**src/rtl/blend_stage.sv**
```systemverilog
// Framebuffer blend stage: factor decode, 2-stage ColorMixer, credit-guarded output FIFO.
// Optional macro BLEND_CONSTANT_COLOR_EN adds conf_constColor and factor codes 11-14.

// Per channel: result = sat((a*b + a) >> W + (c*d + c) >> W); the "+a" term makes an all-ones factor an exact identity.
module ColorMixer #(
    parameter int unsigned W = 8
) (
    input  logic           clk,
    input  logic [4*W-1:0] a,
    input  logic [4*W-1:0] b,
    input  logic [4*W-1:0] c,
    input  logic [4*W-1:0] d,
    output logic [4*W-1:0] result
);
    logic [W-1:0] ab_q [4];
    logic [W-1:0] cd_q [4];

    function automatic logic [W-1:0] mul(input logic [W-1:0] x, input logic [W-1:0] y);
        logic [2*W-1:0] xe;
        logic [2*W-1:0] ye;
        xe = {{W{1'b0}}, x};
        ye = {{W{1'b0}}, y};
        return W'((xe * ye + xe) >> W);
    endfunction

    function automatic logic [W-1:0] sat_add(input logic [W-1:0] x, input logic [W-1:0] y);
        logic [W:0] s;
        s = {1'b0, x} + {1'b0, y};
        return s[W] ? '1 : s[W-1:0];
    endfunction

    always_ff @(posedge clk) begin
        for (int unsigned i = 0; i < 4; i++) begin
            ab_q[i] <= mul(a[i*W +: W], b[i*W +: W]);
            cd_q[i] <= mul(c[i*W +: W], d[i*W +: W]);
        end
    end

    always_ff @(posedge clk) begin
        for (int unsigned i = 0; i < 4; i++) begin
            result[i*W +: W] <= sat_add(ab_q[i], cd_q[i]);
        end
    end
endmodule

module blend_stage #(
    parameter int unsigned SUB_PIXEL_WIDTH = 8,
    parameter int unsigned ADDR_WIDTH      = 16,
    parameter int unsigned FIFO_DEPTH      = 8
) (
    input  logic                         aclk,
    input  logic                         resetn,
    input  logic                         s_valid,
    output logic                         s_ready,
    input  logic [4*SUB_PIXEL_WIDTH-1:0] s_src,
    input  logic [4*SUB_PIXEL_WIDTH-1:0] s_dst,
    input  logic [ADDR_WIDTH-1:0]        s_addr,
    input  logic                         conf_enable,
    input  logic [3:0]                   conf_srcFactor,
    input  logic [3:0]                   conf_dstFactor,
`ifdef BLEND_CONSTANT_COLOR_EN
    input  logic [4*SUB_PIXEL_WIDTH-1:0] conf_constColor,
`endif
    output logic                         m_valid,
    input  logic                         m_ready,
    output logic [4*SUB_PIXEL_WIDTH-1:0] m_color,
    output logic [ADDR_WIDTH-1:0]        m_addr
);
    localparam int unsigned W    = SUB_PIXEL_WIDTH;
    localparam int unsigned PW   = 4 * W;
    localparam int unsigned PTRW = $clog2(FIFO_DEPTH);
    localparam int unsigned CW   = PTRW + 1;

    function automatic logic [PW-1:0] factor(
        input logic [3:0]    code,
        input logic [PW-1:0] src,
`ifdef BLEND_CONSTANT_COLOR_EN
        input logic [PW-1:0] cst,
`endif
        input logic [PW-1:0] dst
    );
        logic [W-1:0] sa;
        logic [W-1:0] nda;
        logic [W-1:0] sat;
        sa  = src[W-1:0];
        nda = ~dst[W-1:0];
        sat = (sa < nda) ? sa : nda;
        case (code)
            4'd1:    return '1;
            4'd2:    return dst;
            4'd3:    return ~dst;
            4'd4:    return {4{sa}};
            4'd5:    return ~{4{sa}};
            4'd6:    return {4{dst[W-1:0]}};
            4'd7:    return {4{nda}};
            4'd8:    return {{3{sat}}, {W{1'b1}}};
            4'd9:    return src;
            4'd10:   return ~src;
`ifdef BLEND_CONSTANT_COLOR_EN
            4'd11:   return cst;
            4'd12:   return ~cst;
            4'd13:   return {4{cst[W-1:0]}};
            4'd14:   return ~{4{cst[W-1:0]}};
`endif
            default: return '0;
        endcase
    endfunction

    logic [PW-1:0]         src_factor, dst_factor;
    logic                  accept;
    logic                  v_s1, v_s2, v_s3;
    logic [ADDR_WIDTH-1:0] addr_s1, addr_s2, addr_s3;
    logic [PW-1:0]         op_a, op_b, op_c, op_d, mix_color;
    logic [CW:0]           used;

    logic [PW+ADDR_WIDTH-1:0] mem [FIFO_DEPTH];
    logic [PTRW-1:0]          wr_ptr, rd_ptr;
    logic [CW-1:0]            fifo_count;
    logic                     push, pop, direct, mem_we;

    always_comb begin
`ifdef BLEND_CONSTANT_COLOR_EN
        src_factor = factor(conf_srcFactor, s_src, conf_constColor, s_dst);
        dst_factor = factor(conf_dstFactor, s_src, conf_constColor, s_dst);
`else
        src_factor = factor(conf_srcFactor, s_src, s_dst);
        dst_factor = factor(conf_dstFactor, s_src, s_dst);
`endif
    end

    // Credits: every fragment in the pipe already owns a FIFO slot, so the pipe never needs to stall.
    assign used    = (CW+1)'(fifo_count) + (CW+1)'(v_s1) + (CW+1)'(v_s2) + (CW+1)'(v_s3);
    assign s_ready = resetn && (used < (CW+1)'(FIFO_DEPTH));
    assign accept  = s_valid && s_ready;

    always_ff @(posedge aclk or negedge resetn) begin
        if (!resetn) begin
            v_s1    <= 1'b0;
            v_s2    <= 1'b0;
            v_s3    <= 1'b0;
            addr_s1 <= '0;
            addr_s2 <= '0;
            addr_s3 <= '0;
            op_a    <= '0;
            op_b    <= '0;
            op_c    <= '0;
            op_d    <= '0;
        end else begin
            v_s1    <= accept;
            v_s2    <= v_s1;
            v_s3    <= v_s2;
            addr_s2 <= addr_s1;
            addr_s3 <= addr_s2;
            if (accept) begin
                addr_s1 <= s_addr;
                op_a    <= s_src;
                op_b    <= conf_enable ? src_factor : '1;
                op_c    <= conf_enable ? s_dst : '0;
                op_d    <= conf_enable ? dst_factor : '0;
            end
        end
    end

    ColorMixer #(.W(W)) u_mixer (
        .clk    (aclk),
        .a      (op_a),
        .b      (op_b),
        .c      (op_c),
        .d      (op_d),
        .result (mix_color)
    );

    // The output register holds the head entry; mem holds the entries behind it.
    assign m_valid = (fifo_count != '0);
    assign push    = v_s3;
    assign pop     = m_valid && m_ready;
    assign direct  = (fifo_count == '0) || ((fifo_count == CW'(1)) && pop);
    assign mem_we  = push && !direct;

    always_ff @(posedge aclk) begin
        if (mem_we) mem[wr_ptr] <= {mix_color, addr_s3};
    end

    always_ff @(posedge aclk or negedge resetn) begin
        if (!resetn) begin
            wr_ptr     <= '0;
            rd_ptr     <= '0;
            fifo_count <= '0;
            m_color    <= '0;
            m_addr     <= '0;
        end else begin
            if (push && direct) begin
                m_color <= mix_color;
                m_addr  <= addr_s3;
            end else if (pop && (fifo_count > CW'(1))) begin
                {m_color, m_addr} <= mem[rd_ptr];
                rd_ptr            <= rd_ptr + 1'b1;
            end
            if (mem_we) wr_ptr <= wr_ptr + 1'b1;
            if (push && !pop)      fifo_count <= fifo_count + 1'b1;
            else if (pop && !push) fifo_count <= fifo_count - 1'b1;
        end
    end
endmodule

```
**config.mk**
```make
export PLATFORM = sky130hd
export DESIGN_NAME = blend_stage
export DESIGN_NICKNAME = d
export VERILOG_FILES = /design/src/rtl/blend_stage.sv
export SDC_FILE = /design/constraint.sdc
export NUM_CORES = 2
export LEC_CHECK = 0
export BUFFER_PORTS_ARGS = -buffer_cell sky130_fd_sc_hd__buf_2
export CAP_MARGIN = 30
export CORE_MARGIN = 2
export CORE_UTILIZATION = 50
export CTS_CLUSTER_SIZE = 40
export DETAILED_ROUTE_END_ITERATION = 8
export PLACE_DENSITY = 0.69
export SETUP_SLACK_MARGIN = 0.2
export SYNTH_ARGS = -nofsm -noshare
export SYNTH_HDL_FRONTEND = slang
export SYNTH_HIERARCHICAL = 1
export SYNTH_SLANG_ARGS = --single-unit
```
**constraint.sdc**
```tcl
create_clock -name aclk -period 5.3 [get_ports aclk]
set_input_delay 1.06 -clock aclk [delete_from_list [all_inputs] [get_ports aclk]]
set_output_delay 1.06 -clock aclk [all_outputs]
set_load 0.02 [all_outputs]
```
After elaboration in Yosys (flattened, before gate mapping)
Memories as Yosys holds them, arrays and structs flattened.
Cells that the tools add are included.
{"block": "totals", "regBits": 269, "mem_bits_rw": 448, "in_bits": 93, "out_inout_bits": 50, "wordCells": 110, "memories": 3}
{"name": "mem", "words": 8, "width": 48, "rd": 1, "rd_ports_with_merged_regs": 0, "write_ports": 1, "line": "116", "rtl": "logic [PW+ADDR_WIDTH-1:0] mem [FIFO_DEPTH];"}
{"name": "u_mixer.ab_q", "words": 4, "width": 8, "rd": 4, "rd_ports_with_merged_regs": 0, "write_ports": 4, "line": "15", "rtl": "logic [W-1:0] ab_q [4];"}
{"name": "u_mixer.cd_q", "words": 4, "width": 8, "rd": 4, "rd_ports_with_merged_regs": 0, "write_ports": 4, "line": "16", "rtl": "logic [W-1:0] cd_q [4];"}
{"block": "classes", "addsub": 19, "n_mul": 8, "n_lt_le_gt_ge": 3, "n_eq_ne": 21, "mux": 14, "bitwise": 5, "n_reduce_logical": 18}
{"op": "$pmux W32 S10", "count": 2}
{"op": "$mux W32", "count": 5}
{"op": "$add A16 B8 Y16", "count": 8}
{"op": "$mul A8 B8 Y16", "count": 8}
{"op": "$not A32 Y32", "count": 3}
{"op": "$add A8 B8 Y9", "count": 4}
{"op": "$eq A4 B3 Y1 const B", "count": 8}
{"op": "$mux W16", "count": 2}
{"op": "$eq A4 B4 Y1 const B", "count": 6}
{"op": "$eq A4 B2 Y1 const B", "count": 4}
{"op": "$eq A4 B1 Y1 const B", "count": 3}
{"op": "$add A5 B1 Y5", "count": 2}
{"op": "$logic_and A1 B1 Y1", "count": 9}
{"op": "$lt A8 B8 Y1", "count": 1}
{"op": "$mux W4", "count": 2}
{"op": "$mux W8", "count": 1}
{"op": "$not A8 Y8", "count": 1}
{"op": "$add A3 B1 Y3 const B", "count": 2}
{"op": "$add A4 B1 Y5", "count": 1}
{"op": "$lt A5 B4 Y1 const B", "count": 1}
{"op": "$add A4 B1 Y4 const B", "count": 1}
{"op": "$gt A4 B1 Y1 const B", "count": 1}
{"op": "$logic_not A4 Y1", "count": 1}
{"op": "$reduce_bool A2 Y1", "count": 2}
{"op": "other kinds (7)", "count": 10}

Logic depth before layout (Yosys ltp)
{"block": "logic_depth", "word_depth": 8, "mapped_depth": 18}

Modules after synthesis
The synthesis kept the hierarchy.
{"module": "blend_stage", "instances": 1, "cells_each": 1897, "area_per_inst_um2": 26725.6, "seq_area_each_um2": 17461.7}
{"module": "ColorMixer", "instances": 1, "cells_each": 2114, "area_per_inst_um2": 19516.2, "seq_area_each_um2": 1921.8}

Worst setup path after synthesis
Ideal clock, no wire load.
{"block": "synth_path", "path_kind": "input -> register", "startpoint": "input m_ready", "endpoint": "memory mem[0][0] (netlist name) (enable)", "setup_time_ns": 0.513, "arrival_ns": 4.955, "required_ns": 4.787, "path_slack_ns": -0.167, "cell_stages": 5, "cell_sequence": "a21oi_1 nor3_1 nor2b_1 nand2b_1 nor3_1"}
{"block": "synth_between", "elab_chain_len": 7}
{"item": "start, declared", "line": "65", "rtl": "input logic m_ready,"}
{"item": "$logic_and A1 B1 Y1", "line": "176", "rtl": "assign pop = m_valid && m_ready;"}
{"item": "$logic_and A1 B1 Y1", "line": "177", "rtl": "assign direct = (fifo_count == '0) || ((fifo_count == CW'(1)) && pop);"}
{"item": "$logic_or A1 B1 Y1", "line": "177"}
{"item": "$logic_not A1 Y1", "line": "178", "rtl": "assign mem_we = push && !direct;"}
{"item": "$logic_and A1 B1 Y1", "line": "178"}
{"item": "$mux W1", "line": "181", "rtl": "if (mem_we) mem[wr_ptr] <= {mix_color, addr_s3};"}
{"item": "$mux W1 (not written as such)", "line": "181"}
{"item": "end, declared", "line": "116"}
Every way passes these cells.

==> flow_summary.json <==
{
  "drive_gt1_share_pct": 11.07,
  "synth.area.top_cells": "edfxtp_1, fa_1, dfrtp_1",
  "grt_max_degree": 102,
  "crit_arrival_ps": 5310,
  "hold_slack_ps": 301.8,
  "crit_start": "op_c[19]",
  "cts_made_buffers": 77,
  "grt_usage_pct": 23.14,
  "synth.ff_latch_count": 717,
  "critical_path_required_ps": 5860,
  "r2r-start": "op_c[19]",
  "final_nets": 4854,
  "syn_area_per_cell_um2": 11.53,
  "grt_pass1_vias": 30520,
  "final_common_cell": "nand2_1",
  "cts_tree": "built",
  "grt_first_pass_wirelength_um": 172200,
  "crit_chain": "and2_1 > fa_1 > fa_1 > fa_1 > inv_1 > fa_1 > inv_1 > ha_1 > and2_1 > a221oi_1 > or4b_4 > a31o_1 > a21oi_2 > xnor2_1",
  "gr-usage-met3_pct": 3.319,
  "wire_per_inst_um": 20.09,
  "max_freq_mhz": 210.6,
  "critPathTopFamily": "adder cells",
  "use_met2_pct": 37.07,
  "avgViaCountPerCell": 5.602,
  "drv_cap": 0,
  "met1_usage_pct": 33.05,
  "maxSlewViolCount": 0,
  "crit_buf_inv": 2,
  "dpl.hpwl_um": 76260,
  "drt_pre_antenna_iters": 6,
  "grt-busiest-layer": "met2",
  "drc": 0,
  "die_h_um": 308.1,
  "end_kind": "flop",
  "num_rows": 111,
  "fin_tns_setup_ps": 0,
  "ys.warnings.count": 6,
  "mostFrequentLayoutCells": "nand2_1, inv_1, edfxtp_1, fa_1, ha_1",
  "top_level_ports": 143,
  "num_vias": 30070,
  "routed_wl_um": 107800,
  "ctsHtreeMaxLevel": 3,
  "synthCells": 4011,
  "cts_hold_buf": 0,
  "post_cts_buffers": 0,
  "design_area_um2": 50930,
  "hold_violations": 0,
  "place.gp.congestion": 0.9010,
  "start_util_pct": 50.45,
  "cts_resized": 0,
  "clockRootBuffer": "clkbuf_16",
  "outcome": "complete, no violations",
  "finalSetupViolCount": 0,
  "cp-start-kind": "flop",
  "nFillCells": 7664,
  "antenna_found_initial": 11,
  "ys_seq_area_share_pct": 41.92,
  "cts_sinks": 717,
  "multi_input_area_um2": 24390,
  "die_area_um2": 94930,
  "final_util_pct": 55.56,
  "synth_top_area_cell": "edfxtp_1",
  "fin_skew_ps": 30.76,
  "die_w_um": 308.1,
  "grt_overflow_total": 0,
  "path_clk_slew_ps": 60,
  "synth.net_count": 4755,
  "tightest_slew_ps": 1077,
  "async_flop_share_pct": 33.05,
  "port_buffers": 142,
  "drt_iter0_drc": 2439,
  "crit_fanout": 10,
  "synth.distinct_cells": 88,
  "cp_common_cell": "fa_1",
  "layout-area-overhead-vs-synth_pct": 10.13,
  "regArea_um2": 19390,
  "synth_area_um2": 46240,
  "ant_nets": 0,
  "core_area_um2": 91660,
  "synthFlopType": "edfxtp_1",
  "slowest_stage": "fa_1",
  "crit_type": "flop to flop",
  "grt_setup_unrepaired": "no",
  "period_minus_slack_ps": 4748,
  "clockBufferDepth": 3,
  "placed_area_um2": 48310,
  "yosys.area.top_type_share_pct": 24.94,
  "min_period_over_period_pct": 89.59,
  "slew_headroom_pct": 28.22,
  "hold_class": "input port to async pin",
  "synth_edf_count": 384,
  "clock_latency_ps": 640,
  "cp_slowest_stage_delay_ps": 570
}
## state kept, by name (all words and copies together), names as in the netlist
register	count
u_mixer/cd_q	32
m_addr	16
addr_s1	16
op_a	32
push	1
op_d	32
wr_ptr	3
v_s2	1
fifo_count	4
v_s1	1
addr_s2	16
rd_ptr	3
mem	384
op_c	32
m_color	32
op_b	32
addr_s3	16
u_mixer/ab_q	32
u_mixer/result	32
## final timing paths
kind                                       to  slack [ps]  depth (start not counted)
max                        u_mixer/cd_q[2][6]         550                         14
min                               m_color[18]         300                          1
max reg2reg                u_mixer/cd_q[2][6]         550                         14
min reg2reg                       addr_s3[10]         350                          0
max in group asynchronous           rd_ptr[0]        3830                          2
min in group aclk                 addr_s3[10]         350                          0
## Yosys cell counts, drive strengths merged (11+ instances only)
| library cell | instances |
|---|---|
| edfxtp | 384 |
| o31ai | 29 |
| xor2 | 48 |
| xnor2 | 54 |
| a31oi | 12 |
| nor4 | 12 |
| inv | 481 |
| o21a | 11 |
| buf | 70 |
| dfrtp | 237 |
| and2 | 301 |
| a221o | 28 |
| mux4 | 96 |
| a22oi | 53 |
| nand2 | 541 |
| o21ai | 126 |
| a22o | 37 |
| ha | 302 |
| a21oi | 99 |
| nand2b | 23 |
| mux2i | 107 |
| nand3 | 53 |
| dfxtp | 96 |
| nor3 | 23 |
| o2bb2ai | 27 |
| a21o | 17 |
| nor2b | 23 |
| nor2 | 124 |
| clkbuf | 100 |
| fa | 349 |
## cell families after synthesis
| family | after synthesis | share of synthesized area [%] |
|---|---|---|
| XOR/XNOR | 102 | 1.932 |
| AND/OR/NAND/NOR | 1139 | 11.81 |
| flip-flops | 717 | 41.92 |
| AO/OA/AOI/OAI | 545 | 8.491 |
| buffers and inverters | 652 | 5.533 |
| multiplexers | 205 | 7.040 |
| adder cells (fa/ha/maj) | 651 | 23.28 |
## per-stage QoR
step                instances  setup WS (ps)
finish                   5367          551.6
global route             5366          333.0
CTS                      5360          559.2
detailed placement       5217          561.4
global placement         5214          640.4
floorplan                4011          794.4
## metal layers
layer / wire [um] / share of wire [%] / up-vias
met5: 36 / 0.033 / -
met4: 2470 / 2.3 / 6
met3: 6852 / 6.4 / 160
met2: 50130 / 46 / 964
met1: 48330 / 45 / 15020
li1: - / - / 13910
## cell type report
class / instances / area share [%]
Clock inverter: 36 / 0.8279
Sequential cell: 717 / 38.08
Inverter: 482 / 3.555
Tap cell: 1186 / 2.914
Antenna cell: 7 / 0.03440
Timing Repair Buffer: 190 / 2.413
Multi-Input combinational cell: 2642 / 47.89
Clock buffer: 107 / 4.282
## worst reg2reg max path: stages, from the launching register on
cell and delay (ps):
dfrtp_1 500, and2_1 240, fa_1 570, fa_1 430, fa_1 500, inv_1 50, fa_1 470, inv_1 40
ha_1 300, and2_1 180, a221oi_1 330, or4b_4 510, a31o_1 260, a21oi_2 160, xnor2_1 130
Power is not shown: default switching activity piles up to over one toggle a cycle in this logic, so the estimate is an artifact.
